`src/rtl/sar_avg_fifo.sv`:
```
// Block averager for SAR ADC conversions, with a first-word-fall-through FIFO
// on the output side that holds the decimated averages.
module sar_avg_fifo #(
   parameter int DATA_W     = 8,
   parameter int LOG2_AVG   = 2,
   parameter int FIFO_DEPTH = 4
) (
   input  logic                            clk,
   input  logic                            rst,
   input  logic                            enable,
   input  logic                            out_flag,
   input  logic [DATA_W-1:0]               digital_out,
   output logic [DATA_W-1:0]               avg_data,
   output logic                            avg_valid,
   input  logic                            avg_ready,
   output logic [$clog2(FIFO_DEPTH):0]     fifo_level,
   output logic                            overflow,
   output logic [LOG2_AVG:0]               sample_cnt
);

   localparam int PTR_W = $clog2(FIFO_DEPTH);
   localparam int LVL_W = PTR_W + 1;
   localparam int ACC_W = DATA_W + LOG2_AVG;
   localparam int CNT_W = LOG2_AVG + 1;
   localparam logic [CNT_W-1:0] LAST_CNT = CNT_W'((1 << LOG2_AVG) - 1);

   typedef enum logic {IDLE, ACCUM} state_t;

   state_t             state;
   logic               flag_d;
   logic [ACC_W-1:0]   acc;
   logic [ACC_W-1:0]   sum;
   logic               cap;
   logic               cap_en;
   logic               block_done;
   logic               push;
   logic [DATA_W-1:0]  push_data;

   logic [DATA_W-1:0]  mem [FIFO_DEPTH];
   logic [PTR_W-1:0]   rd_ptr;
   logic [PTR_W-1:0]   wr_ptr;
   logic [LVL_W-1:0]   level;
   logic               full;
   logic               pop;
   logic               wr_en;

   // A capture on the same edge that enable drops is discarded with the block.
   assign cap        = out_flag & ~flag_d & (state == ACCUM);
   assign cap_en     = cap & enable;
   assign block_done = (sample_cnt == LAST_CNT);
   assign sum        = acc + ACC_W'(digital_out);
   assign push       = cap_en & block_done;
   assign push_data  = DATA_W'(sum >> LOG2_AVG);

   always_ff @(posedge clk or posedge rst) begin
      if (rst) begin
         state      <= IDLE;
         flag_d     <= 1'b0;
         acc        <= '0;
         sample_cnt <= '0;
      end else begin
         flag_d <= out_flag;
         case (state)
            IDLE: begin
               acc        <= '0;
               sample_cnt <= '0;
               if (enable) state <= ACCUM;
            end
            ACCUM: begin
               if (!enable) begin
                  state      <= IDLE;
                  acc        <= '0;
                  sample_cnt <= '0;
               end else if (cap) begin
                  if (block_done) begin
                     acc        <= '0;
                     sample_cnt <= '0;
                  end else begin
                     acc        <= sum;
                     sample_cnt <= sample_cnt + CNT_W'(1);
                  end
               end
            end
            default: state <= IDLE;
         endcase
      end
   end

   assign full      = (level == LVL_W'(FIFO_DEPTH));
   assign avg_valid = (level != '0);
   assign pop       = avg_valid & avg_ready;
   // A full FIFO still accepts a push when the head leaves on the same edge.
   assign wr_en     = push & (~full | pop);

   assign avg_data   = mem[rd_ptr];
   assign fifo_level = level;

   always_ff @(posedge clk or posedge rst) begin
      if (rst) begin
         for (int i = 0; i < FIFO_DEPTH; i++) mem[i] <= '0;
         rd_ptr   <= '0;
         wr_ptr   <= '0;
         level    <= '0;
         overflow <= 1'b0;
      end else begin
         if (wr_en) begin
            mem[wr_ptr] <= push_data;
            wr_ptr      <= wr_ptr + PTR_W'(1);
         end
         if (pop) rd_ptr <= rd_ptr + PTR_W'(1);
         if (wr_en && !pop)      level <= level + LVL_W'(1);
         else if (!wr_en && pop) level <= level - LVL_W'(1);
         if (push && full && !pop) overflow <= 1'b1;
      end
   end

endmodule

```
`config.mk`:
```
export PLATFORM = sky130hd
export DESIGN_NAME = sar_avg_fifo
export DESIGN_NICKNAME = d
export VERILOG_FILES = /design/src/rtl/sar_avg_fifo.sv
export SDC_FILE = /design/constraint.sdc
export NUM_CORES = 1
export LEC_CHECK = 0
export BUFFER_PORTS_ARGS = -buffer_cell sky130_fd_sc_hd__buf_2
export CORE_UTILIZATION = 35
export CTS_CLUSTER_DIAMETER = 30
export DETAILED_ROUTE_END_ITERATION = 10
export PLACE_DENSITY = 0.61
export SETUP_SLACK_MARGIN = 0.1
export SLEW_MARGIN = 20
export SYNTH_ARGS = -nofsm -noshare
export SYNTH_HDL_FRONTEND = slang
export SYNTH_SLANG_ARGS = --single-unit
export TNS_END_PERCENT = 50
```
`constraint.sdc`:
```
create_clock -name clk -period 6 [get_ports clk]
set_input_delay 0.6 -clock clk [delete_from_list [all_inputs] [get_ports clk]]
set_output_delay 0.6 -clock clk [all_outputs]
set_load 0.02 [all_outputs]
```
==> results.md, run 1 <==
- FF-to-FF Start: sample_cnt[0]$_DFFE_PP0P_
- Final Non-Filler Cells: 335
- Gr busiest metal: met2
- Row count: 31
- Register area: 1380 um2
- Leak: 1.54 nW
- Initial antenna violation count: 0
- Dpl cells: between 300 and 400
- Layout cells sized above 1: 0.360
- Clock Sinks: 55
- Detail Route Antenna Nets: 0
- Number of global-route vias before repair: 1735
- Register bit count reported by yosys: 55
- Starting Density: 0.369
- First-pass GRT wire length: 8.36 mm
- Post-cts sizing count: 0
- Gpl congestion: 0.726
- Crit-path cells: mux4_2, buf_2
- CP Buf/Inv Count: 1
- Nature of the critical path endpoint: output pin
- Die area: slightly above 8000 um2
- CTS tree: yes
- Count leader, synth: dfrtp_1
- Async SR Flop Fraction: 1.00
- Syn-to-layout area delta: 13.3%
- Clk_lat worst skew: 0.30 ns
- Met2 Use GR: 0.216
- Clock slew seen by the registers of the worst setup and hold paths: 0.09 ns
- Final Cell Area: 3100 um2
- Clock Path Buffers: 2
- Tmin final: about 2.4 ns
- Max Slew Vio Count: 0
- Setup WS pre-CTS: 3.33 ns
- Largest net degree at the start of global routing: 56
- HP Class: in2reg
- Cell taking the most area after synthesis: dfrtp_1
- Relative slew slack: 0.496
- DRT iter0 DRCs: 69
- Clock Skew: 0.00280 ns
- Routed len/inst: 14.5 um
- Hold WS: 0.416 ns
- Port bufs: 28
- Unrepaired setup endpoints after global routing: false
- Placed inst area: 3000 um2
- Hold Crit Start: out_flag
- EDFF count, synth: 0
- Grt ovf: 0
- Final WS setup: 3.57 ns
- # DRC: 0
- Met3 Track Usage GR: 0.0253
- Via-to-Cell Ratio: ~5.0
- # diodes: 0
- Slowest stage delay, CP: 0.76 ns
- Multi-input logic area: 1310 um2
- Launch point of the worst path: rd_ptr[0]$_DFFE_PP0P_
- Met1 Resource Use GR: 0.170
- Final setup fails: 0
- Chip width: 90.4 um
- Slowest library cell on the worst path: dfrtp_1
- Pwr/cell area: 255 nW/um2
- WP data arrival: 1.83 ns
- Synth top area cells: dfrtp_1, mux2_2, mux4_2, ha_1, xnor2_1
- I/O pin total: 29
- Post-Syn Area: 2730 um2
- Hold-fix buffers, CTS: 0
- Post-Syn Instances: 202
- Startpoint Class: register
- Worst-Margin Slew: about 0.75 ns
- Nets@finish: ~260
- Mean post-synth cell area: 13.5 um2
- Yosys cell types: 36
- Final hold vios: 0
- Dominant synthesized flop cell: dfrtp_1
- Setup TNS: 0 ns
- Die H: 90.4 um
- Crit path required time: 5.40 ns
- Post-Syn Nets: 231
- Max Cap Viol: 0
- All-Layer GR Usage: 0.130
- Post-Route WL: 4.87 mm
- Worst path top cell family by delay: flip-flops
- Critical path fanouts, max: 10
- Status: completed
- DR pass1 iterations: 5
- Register area share after synthesis: 0.504
- Inserted Clock Buffers: 5
- Detailed placement HPWL: between 3 and 4 mm
- Fillers: 715
- Final period util: 0.405
- Synth top area share: 0.504
- Critical path type: reg2out
- Ys Warns: 0
- Maximum clock rate: 411 MHz
- Core area: 7410 um2
- Setup Fix Bufs, Post-CTS: 0
- Highest ir drop seen on vdd: 0.235 mV
- Vias: around 1700
- CTS root buf: clkbuf_8
- Top post-synthesis cells by count: dfrtp_1, mux2_2, ha_1
- H-tree level count: 2
logic make-up (layout without fill, tap and decap cells):
logic type                 after synthesis  count (layout)  synth area share
DFF                                     55              55             0.504
muxes                                   42              42             0.206
AOI/OAI and AO/OA                       31              31            0.0788
and+or+nand+nor                         31              31            0.0701
adders and majority gates               16              16            0.0788
xor gates and xnor gates                14              14            0.0449
buffers and inverters                   13              47            0.0183
flip-flops by register name (all words and copies together) (netlist names):
name	flops
acc	10
fifo_level	3
flag_d	1
mem	32
overflow	1
rd_ptr	2
sample_cnt	3
state	1
wr_ptr	2
worst register-to-register path: cells and delay by family (launching register included):
family        cells  cell delay, ns
buf+inv           1            0.06
flops             1            0.40
simple gates      3            0.69
fa+ha+maj         3            0.84
xor+xnor          2            0.31
per-stage QoR:
step / utilization / power (W)
finish: 0.418 / 0.000790
global route: 0.418 / 0.000836
CTS: 0.418 / 0.000809
detailed placement: 0.404 / 0.000588
global placement: 0.404 / 0.000587
floorplan: - / 0.000543
metal layers:
layer / up-vias / routed length, um
li1: 801 / -
met1: 831 / 2250
met2: 38 / 2380
met3: 7 / 174
met4: 0 / 65
met5: - / 0
path summary, 6_finish.rpt:
check	slack, ns	cells past startpoint	to
worst max-delay path	3.57	2	avg_data[0]
worst min-delay path	0.42	1	flag_d$_DFF_PP0_
worst max register to register	3.63	9	fifo_level[2]$_DFFE_PP0P_
worst min register to register	0.47	1	overflow$_DFFE_PP0P_
max in group asynchronous	5.07	3	mem[19]$_DFFE_PP0P_
min in group asynchronous	0.47	3	overflow$_DFFE_PP0P_
final cells by class:
type | count | area share
repair buffers | 30 | 0.0501
inverters | 9 | 0.0109
flip-flops and latches | 55 | 0.445
multi-input cells | 134 | 0.422
clock buffers | 8 | 0.0323
well taps | 99 | 0.0400
report_power, final:
part,internal [W],switching [W]
registers,0.000391,0.0000507
clock network,0.000105,0.000109
logic,0.0000688,0.0000661
total,0.000565,0.000226
layout by cell type, fill, tap and decap left out:
cell / n
clkbuf_1: 1
a22o_1: 9
nand2b_1: 3
a211oi_1: 1
o21ai_0: 4
a21o_1: 4
nor3b_1: 1
ha_1: 14
nand4b_1: 1
nor2b_4: 1
nand3_1: 1
o311ai_1: 1
o211ai_1: 2
inv_2: 1
mux2_2: 32
nor4_4: 1
mux2_1: 1
buf_2: 28
inv_1: 8
a31oi_1: 2
nand2_2: 4
dfrtp_1: 55
mux2i_1: 1
nor3_1: 1
or3_1: 1
buf_4: 2
a22oi_1: 1
a21oi_1: 7
nor2_1: 6
mux4_2: 8
nor4b_1: 1
nand2_1: 7
clkbuf_8: 7
and4_2: 1
fa_1: 2
xor2_1: 3
nor2b_1: 2
xnor2_1: 11
No activity file was read; power rests on OpenSTA's default activity.
==> run 2: changes to the inputs <==
--- a/config.mk
+++ b/config.mk
@@ -5,6 +5,7 @@
 export SDC_FILE = /design/constraint.sdc
 export NUM_CORES = 1
 export LEC_CHECK = 0
+export ABC_AREA = 1
 export BUFFER_PORTS_ARGS = -buffer_cell sky130_fd_sc_hd__buf_2
 export CORE_UTILIZATION = 35
 export CTS_CLUSTER_DIAMETER = 30
==> constraint.sdc (replaced) <==
create_clock -name clk -period 2.4 [get_ports clk]
set_input_delay 0.24 -clock clk [delete_from_list [all_inputs] [get_ports clk]]
set_output_delay 0.24 -clock clk [all_outputs]
set_load 0.02 [all_outputs]
==> results.md, run 2 <==
- Pwr Total: approximately 0.0025 W
- Largest register by flop count: mem
- Relative slew slack: 0.613
- Highest ir drop seen on vdd: around 0.33 mV
- H-tree level count: 2
- Final hold vios: 0
- Setup TNS: 0 ns
- Final period util: 0.883
- Dominant synthesized flop cell: dfrtp_1
- Leak: between 1.5 and 2 nW
- CTS tree: yes
- Startpoint Class: register
- Clock Sinks: 55
- Post-Syn Instances: approximately 350
- Register area: between 1000 and 1500 um2
- Clock Path Buffers: 2
- Clock slew seen by the registers of the worst setup and hold paths: around 0.10 ns
- Reg2reg path depth: 11
- Routed len/inst: 13.3 um
- FF-to-FF Start: sample_cnt[0]$_DFFE_PP0P_
- R2R Setup Slk: 0.28 ns
- Top post-synthesis cells by count: nand2_1, dfrtp_1, inv_1, nor2_1, nand3_1
- Inserted Clock Buffers: 5
- Port bufs: 28
- Final WS setup: about 0.28 ns
- CTS root buf: clkbuf_8
- Maximum clock rate: ~470 MHz
- # diodes: 0
- I/O pin total: 29
- Worst-Margin Slew: ~0.58 ns
- Critical path fanouts, max: 4
- Synth Area in Adders: 0.0720
- Row count: 33
- Max Slew Vio Count: 0
- Starting Density: 0.362
- HP Class: in2reg
- Reg-to-reg endpoint: fifo_level[2]$_DFFE_PP0P_
- Detailed placement HPWL: 4.76 mm
- Complex-gate fraction of the synthesized area: 0.0941
- Detail Route Antenna Nets: 0
- Clock Skew: 0.0101 ns
- Die area: 8920 um2
- Count leader, synth: nand2_1
- EDFF count, synth: 0
- Tmin final: roughly 2.1 ns
- Initial antenna violation count: 0
- Status: completed
- Synth top area cells: dfrtp_1, nand2_1, ha_1, nand3_1, inv_1
- Async SR Flop Fraction: 1.00
- All-Layer GR Usage: 0.166
- Critical path type: reg2reg
- Vias: 2398
- Layout cells sized above 1: 0.164
- Yosys cell types: 32
- Pwr/cell area: 742 nW/um2
- Nets@finish: 418
- Fillers: 864
- Setup WS pre-CTS: roughly 0.18 ns
- Max Cap Viol: 0
- Post-Syn Area: 2990 um2
- # DRC: 0
- Post-Syn Nets: 383
- Commonest non-fill, non-tap cells in the layout: nand2_1, dfrtp_1, nor2_1, buf_2
- Unrepaired setup endpoints after global routing: false
- Via-to-Cell Ratio: 4.84
- Clk_lat worst skew: 0.31 ns
- Gpl congestion: 0.833
- Cell taking the most area after synthesis: dfrtp_1
- Crit path required time: around 2.6 ns
- Synth Area in Simple Gates: 0.302
- Largest family of logic cells by synthesized area: simple AND/OR/NAND/NOR gates
- Synth top area share: 0.460
- DR pass1 iterations: 4
- Ys Warns: 0
- Mux cell area share after synthesis: 0
- Register bit count reported by yosys: 55
- DRT iter0 DRCs: 131
- Max FFs per register: 32
- Grt ovf: 0
- Post-Route WL: 6.60 mm
- First-pass GRT wire length: 11.3 mm
- Launch point of the worst path: sample_cnt[0]$_DFFE_PP0P_
- Largest registers in the final layout: mem: 32 flops, acc: 10 flops
- Register area share after synthesis: 0.460
- Multi-input logic area: 1480 um2
- Die H: ~94 um
- Nature of the critical path endpoint: register
- Mean post-synth cell area: 8.45 um2
- Chip width: 94.4 um
- Syn-to-layout area delta: 14.5%
- Commonest non-fill, non-tap cell in the layout: nand2_1
- Final setup fails: 0
- Number of global-route vias before repair: 2337
- CP endpoint: fifo_level[2]$_DFFE_PP0P_
- Largest net degree at the start of global routing: 31
- Core area: 8260 um2
- Synth Area in XOR/XNOR: 0.0205
- WP data arrival: 2.31 ns
-- run 2: cell types whose count changed after synthesis, sizes merged, moves of 3 or more --
| cell | previous run | this run |
|---|---|---|
| nand3 | 1 | 27 |
| nand3b | 0 | 3 |
| mux2 | 33 | 0 |
| mux4 | 8 | 0 |
| a21o | 4 | 1 |
| inv | 9 | 32 |
| nor2b | 3 | 0 |
| nor2 | 6 | 34 |
| xnor2 | 11 | 2 |
| nand2 | 11 | 125 |
| o21ai | 4 | 25 |
| nand2b | 3 | 0 |
| a22o | 9 | 2 |
| o22ai | 0 | 9 |
-- run 2: timing repair --
action,4_1_cts,5_1_grt
gates resized for setup,0,5
endpoints found under the hold margin,24,0
hold buffers,1,0
setup buffers,0,1
setup endpoints to repair,0,1
-- run 2: worst min-delay path by stage --
stage                     startpoint                         to  slack [ns]  cells after the start
after global routing        out_flag           flag_d$_DFF_PP0_        0.03                      1
after floorplan             out_flag           flag_d$_DFF_PP0_        0.27                      0
after global placement           rst  fifo_level[0]$_DFFE_PP0P_        0.33                      2
after CTS                   out_flag           flag_d$_DFF_PP0_        0.05                      1
after detailed placement         rst  fifo_level[0]$_DFFE_PP0P_        0.34                      2
final                       out_flag           flag_d$_DFF_PP0_        0.06                      1
-- run 2: cell type report --
type	instances	share of cell area
multi-input cells	262	0.431
clock buffers	5	0.0201
well taps	105	0.0384
inverters	32	0.0380
flip-flops and latches	55	0.402
repair buffers	33	0.0563
clock inverters	3	0.0139
-- run 2: worst max-delay path: stages (launching register included) --
cell and delay, ns:
dfrtp_1 0.43, ha_4 0.18, nand2_2 0.09, nor2_8 0.16, nand2_8 0.05, inv_1 0.09, ha_1 0.15, inv_1 0.07
fa_1 0.39, a21oi_1 0.15, o21ai_1 0.10, xor2_1 0.15
-- run 2: logic make-up after synthesis --
logic type | Yosys count
and+or+nand+nor | 191
DFF | 55
AOI/OAI and AO/OA | 48
xor gates and xnor gates | 7
adders and majority gates | 16
buffers and inverters | 37
-- run 2: power breakdown --
group          switching, W  total (W)  internal (W)
Combinational      0.000569   0.000860      0.000291
Clock              0.000316   0.000632      0.000317
Sequential        0.0000692    0.00105      0.000978
-- run 2: layer usage --
layer / GRT usage / vias up / share of wire / routed length [um]
met5: 0 / - / 0 / 0
met2: 0.267 / 38 / 0.46 / 3050
li1: - / 1218 / - / -
met3: 0.0282 / 7 / 0.038 / 248
met1: 0.229 / 1135 / 0.49 / 3230
met4: 0.0487 / 0 / 0.012 / 77
-- run 2: metrics by stage --
step                 util  cell area [um2]  instances  hold WS [ns]
floorplan               -             2990        354         0.271
global placement    0.397             3270        485         0.333
detailed placement  0.397             3270        485         0.335
CTS                 0.412             3400        494        0.0460
global route        0.415             3420        495        0.0329
finish              0.415             3420        495        0.0560
==> run 3: changes to the inputs <==
--- a/config.mk
+++ b/config.mk
@@ -7,12 +7,12 @@
 export LEC_CHECK = 0
 export ABC_AREA = 1
 export BUFFER_PORTS_ARGS = -buffer_cell sky130_fd_sc_hd__buf_2
-export CORE_UTILIZATION = 35
+export CORE_UTILIZATION = 30
 export CTS_CLUSTER_DIAMETER = 30
 export DETAILED_ROUTE_END_ITERATION = 10
-export PLACE_DENSITY = 0.61
+export PLACE_DENSITY = 0.55
 export SETUP_SLACK_MARGIN = 0.1
-export SLEW_MARGIN = 20
+export SLEW_MARGIN = 15
 export SYNTH_ARGS = -nofsm -noshare
 export SYNTH_HDL_FRONTEND = slang
 export SYNTH_SLANG_ARGS = --single-unit
==> constraint.sdc (replaced) <==
create_clock -name clk -period 2.4 [get_ports clk]
set_input_delay 0.36 -clock clk [delete_from_list [all_inputs] [get_ports clk]]
set_output_delay 0.36 -clock clk [all_outputs]
set_load 0.02 [all_outputs]
==> results.md, run 3 (synthesis gave the netlist of run 2 again) <==
- Core area: approximately 10000 um2
- Grt ovf: 0
- Hold WS: 0.0737 ns
- Wl on met1: roughly 3.2 mm
- FF-to-FF Start: sample_cnt[0]$_DFFE_PP0P_
- Max Slew Vio Count: 0
- Crit path required time: 2.59 ns
- Pwr/cell area: 712 nW/um2
- Wire length on met2: 3.17 mm
- Relative slew slack: 0.636
- H-tree level count: 2
- Syn-to-layout area delta: 14.1%
- Critical path type: reg2reg
- Slowest library cell on the worst path: dfrtp_1
- # DRC: 0
- Largest register by flop count: mem
- Gpl congestion: 0.772
- Max FFs per register: 32
- Clock slew seen by the registers of the worst setup and hold paths: 0.11 ns
- Worst path top cell family by delay: adder cells
- Nature of the critical path endpoint: register
- Port bufs: 28
- DR pass1 iterations: 4
- R2R Setup Slk: between 0.3 and 0.4 ns
- Maximum clock rate: 477 MHz
- Starting Density: 0.307
- Final WS setup: 0.304 ns
- Post-Route WL: 6.81 mm
- Initial antenna violation count: 0
- Unrepaired setup endpoints after global routing: false
- Setup WS pre-CTS: ~0.24 ns
- DRT iter0 DRCs: around 110
- Largest registers in the final layout: mem: 32 flops, acc: 10 flops
- CTS root buf: clkbuf_8
- Slowest stage delay, CP: 0.43 ns
- Switching share of power: 0.395
- Leak: 1.89 nW
- Clock Skew: ~0.012 ns
- Reg-to-reg endpoint: fifo_level[2]$_DFFE_PP0P_
- Via-to-Cell Ratio: 4.57
- CTS tree: yes
- Int Power: 0.00147 W
- Seq pwr share: 0.431
- Setup TNS: 0 ns
- Commonest non-fill, non-tap cell in the layout: nand2_1
- First-pass GRT wire length: 11.6 mm
- CP Buf/Inv Count: 2
- Worst-Margin Slew: approximately 0.55 ns
- Comb pwr share: 0.352
- Register area: 1380 um2
- Hold-fix buffers, CTS: 0
- Nets@finish: about 420
- I/O pin total: 29
- Detailed placement HPWL: roughly 5 mm
- Detail Route Antenna Nets: 0
- Status: completed
- Startpoint Class: register
- Reg2reg path depth: 11
- Top sig layer: met4
- WP data arrival: 2.29 ns
- Clock group share of total power: 0.217
- Clk_lat worst skew: 0.31 ns
- Final period util: 0.873
- Final Cell Area: between 3000 and 4000 um2
- Multi-input logic area: 1480 um2
- Highest ir drop seen on vdd: 0.510 mV
- Switching power: 0.000959 W
- All-Layer GR Usage: 0.148
- Row count: 36
- Routed len/inst: 13.0 um
- Critical path fanouts, max: 4
- Final setup fails: 0
- Clock Path Buffers: 2
- Final hold vios: 0
- Clock Sinks: 55
- # diodes: 0
- Tmin final: ~2.1 ns
- Met3 wire len: 368 um
- Die area: 10400 um2
- HP Class: in2async
- Layout cells sized above 1: 0.162
- Largest net degree at the start of global routing: 27
- Commonest non-fill, non-tap cells in the layout: nand2_1, dfrtp_1, nor2_1, buf_2
- Number of global-route vias before repair: 2394
- Max Cap Viol: 0
- Inserted Clock Buffers: 5
- Die H: 102 um
- Most frequent cell on the critical path: inv_1
- Placed inst area: approximately 3300 um2
- Chip width: 102 um
- Fillers: 1052
- Vias: 2387
- Crit-path cells: ha_4, nand2_2, nor2_8, nand2_8, inv_1, ha_1, inv_1, fa_1, a21oi_1, o21ai_0, xor2_1
==> run 3: how the worst max path moves through the flow <==
stage | from | endpoint | slack, ns | cells after the start
after global routing | sample_cnt[0]$_DFFE_PP0P_ | fifo_level[2]$_DFFE_PP0P_ | 0.12 | 11
after detailed placement | sample_cnt[1]$_DFFE_PP0P_ | fifo_level[2]$_DFFE_PP0P_ | 0.24 | 11
after global placement | sample_cnt[0]$_DFFE_PP0P_ | fifo_level[2]$_DFFE_PP0P_ | 0.29 | 11
final | sample_cnt[0]$_DFFE_PP0P_ | fifo_level[2]$_DFFE_PP0P_ | 0.30 | 11
after floorplan | sample_cnt[0]$_DFFE_PP0P_ | fifo_level[2]$_DFFE_PP0P_ | 0.13 | 11
after CTS | sample_cnt[1]$_DFFE_PP0P_ | fifo_level[2]$_DFFE_PP0P_ | 0.20 | 11
==> run 3: metal layers <==
layer  GRT usage  vias up
li1            -     1212
met1       0.192     1118
met2       0.246       51
met3      0.0349        6
met4      0.0396        0
met5           0        -
==> run 3: timing repair <==
action                                 4_1_cts  5_1_grt
setup endpoints to repair                    0        1
buffers inserted                             0        0
endpoints found under the hold margin        0        0
gates resized for setup                      0        3
==> run 3: layout make-up <==
type	instances	area share
well taps	133	0.0488
multi-input cells	262	0.433
inverters	32	0.0381
repair buffers	32	0.0499
flip-flops and latches	55	0.403
clock buffers	5	0.0202
clock inverters	3	0.00733
==> run 3: through the flow <==
step | power, W | util | cells
final | 0.00243 | 0.351 | 522
after global routing | 0.00261 | 0.351 | 522
after CTS | 0.00247 | 0.349 | 522
after detailed placement | 0.00193 | 0.340 | 514
after global placement | 0.00193 | 0.340 | 514
after floorplan | 0.00165 | - | 354
==> run 3: power by group through the flow <==
stage | Clock [W] | Combinational, W | Sequential [W]
2_1_floorplan | 0 | 0.000590 | 0.00106
3_3_place_gp | 0 | 0.000862 | 0.00107
3_5_place_dp | 0 | 0.000865 | 0.00107
4_1_cts | 0.000558 | 0.000866 | 0.00105
5_1_grt | 0.000601 | 0.000956 | 0.00105
6_report | 0.000527 | 0.000856 | 0.00105
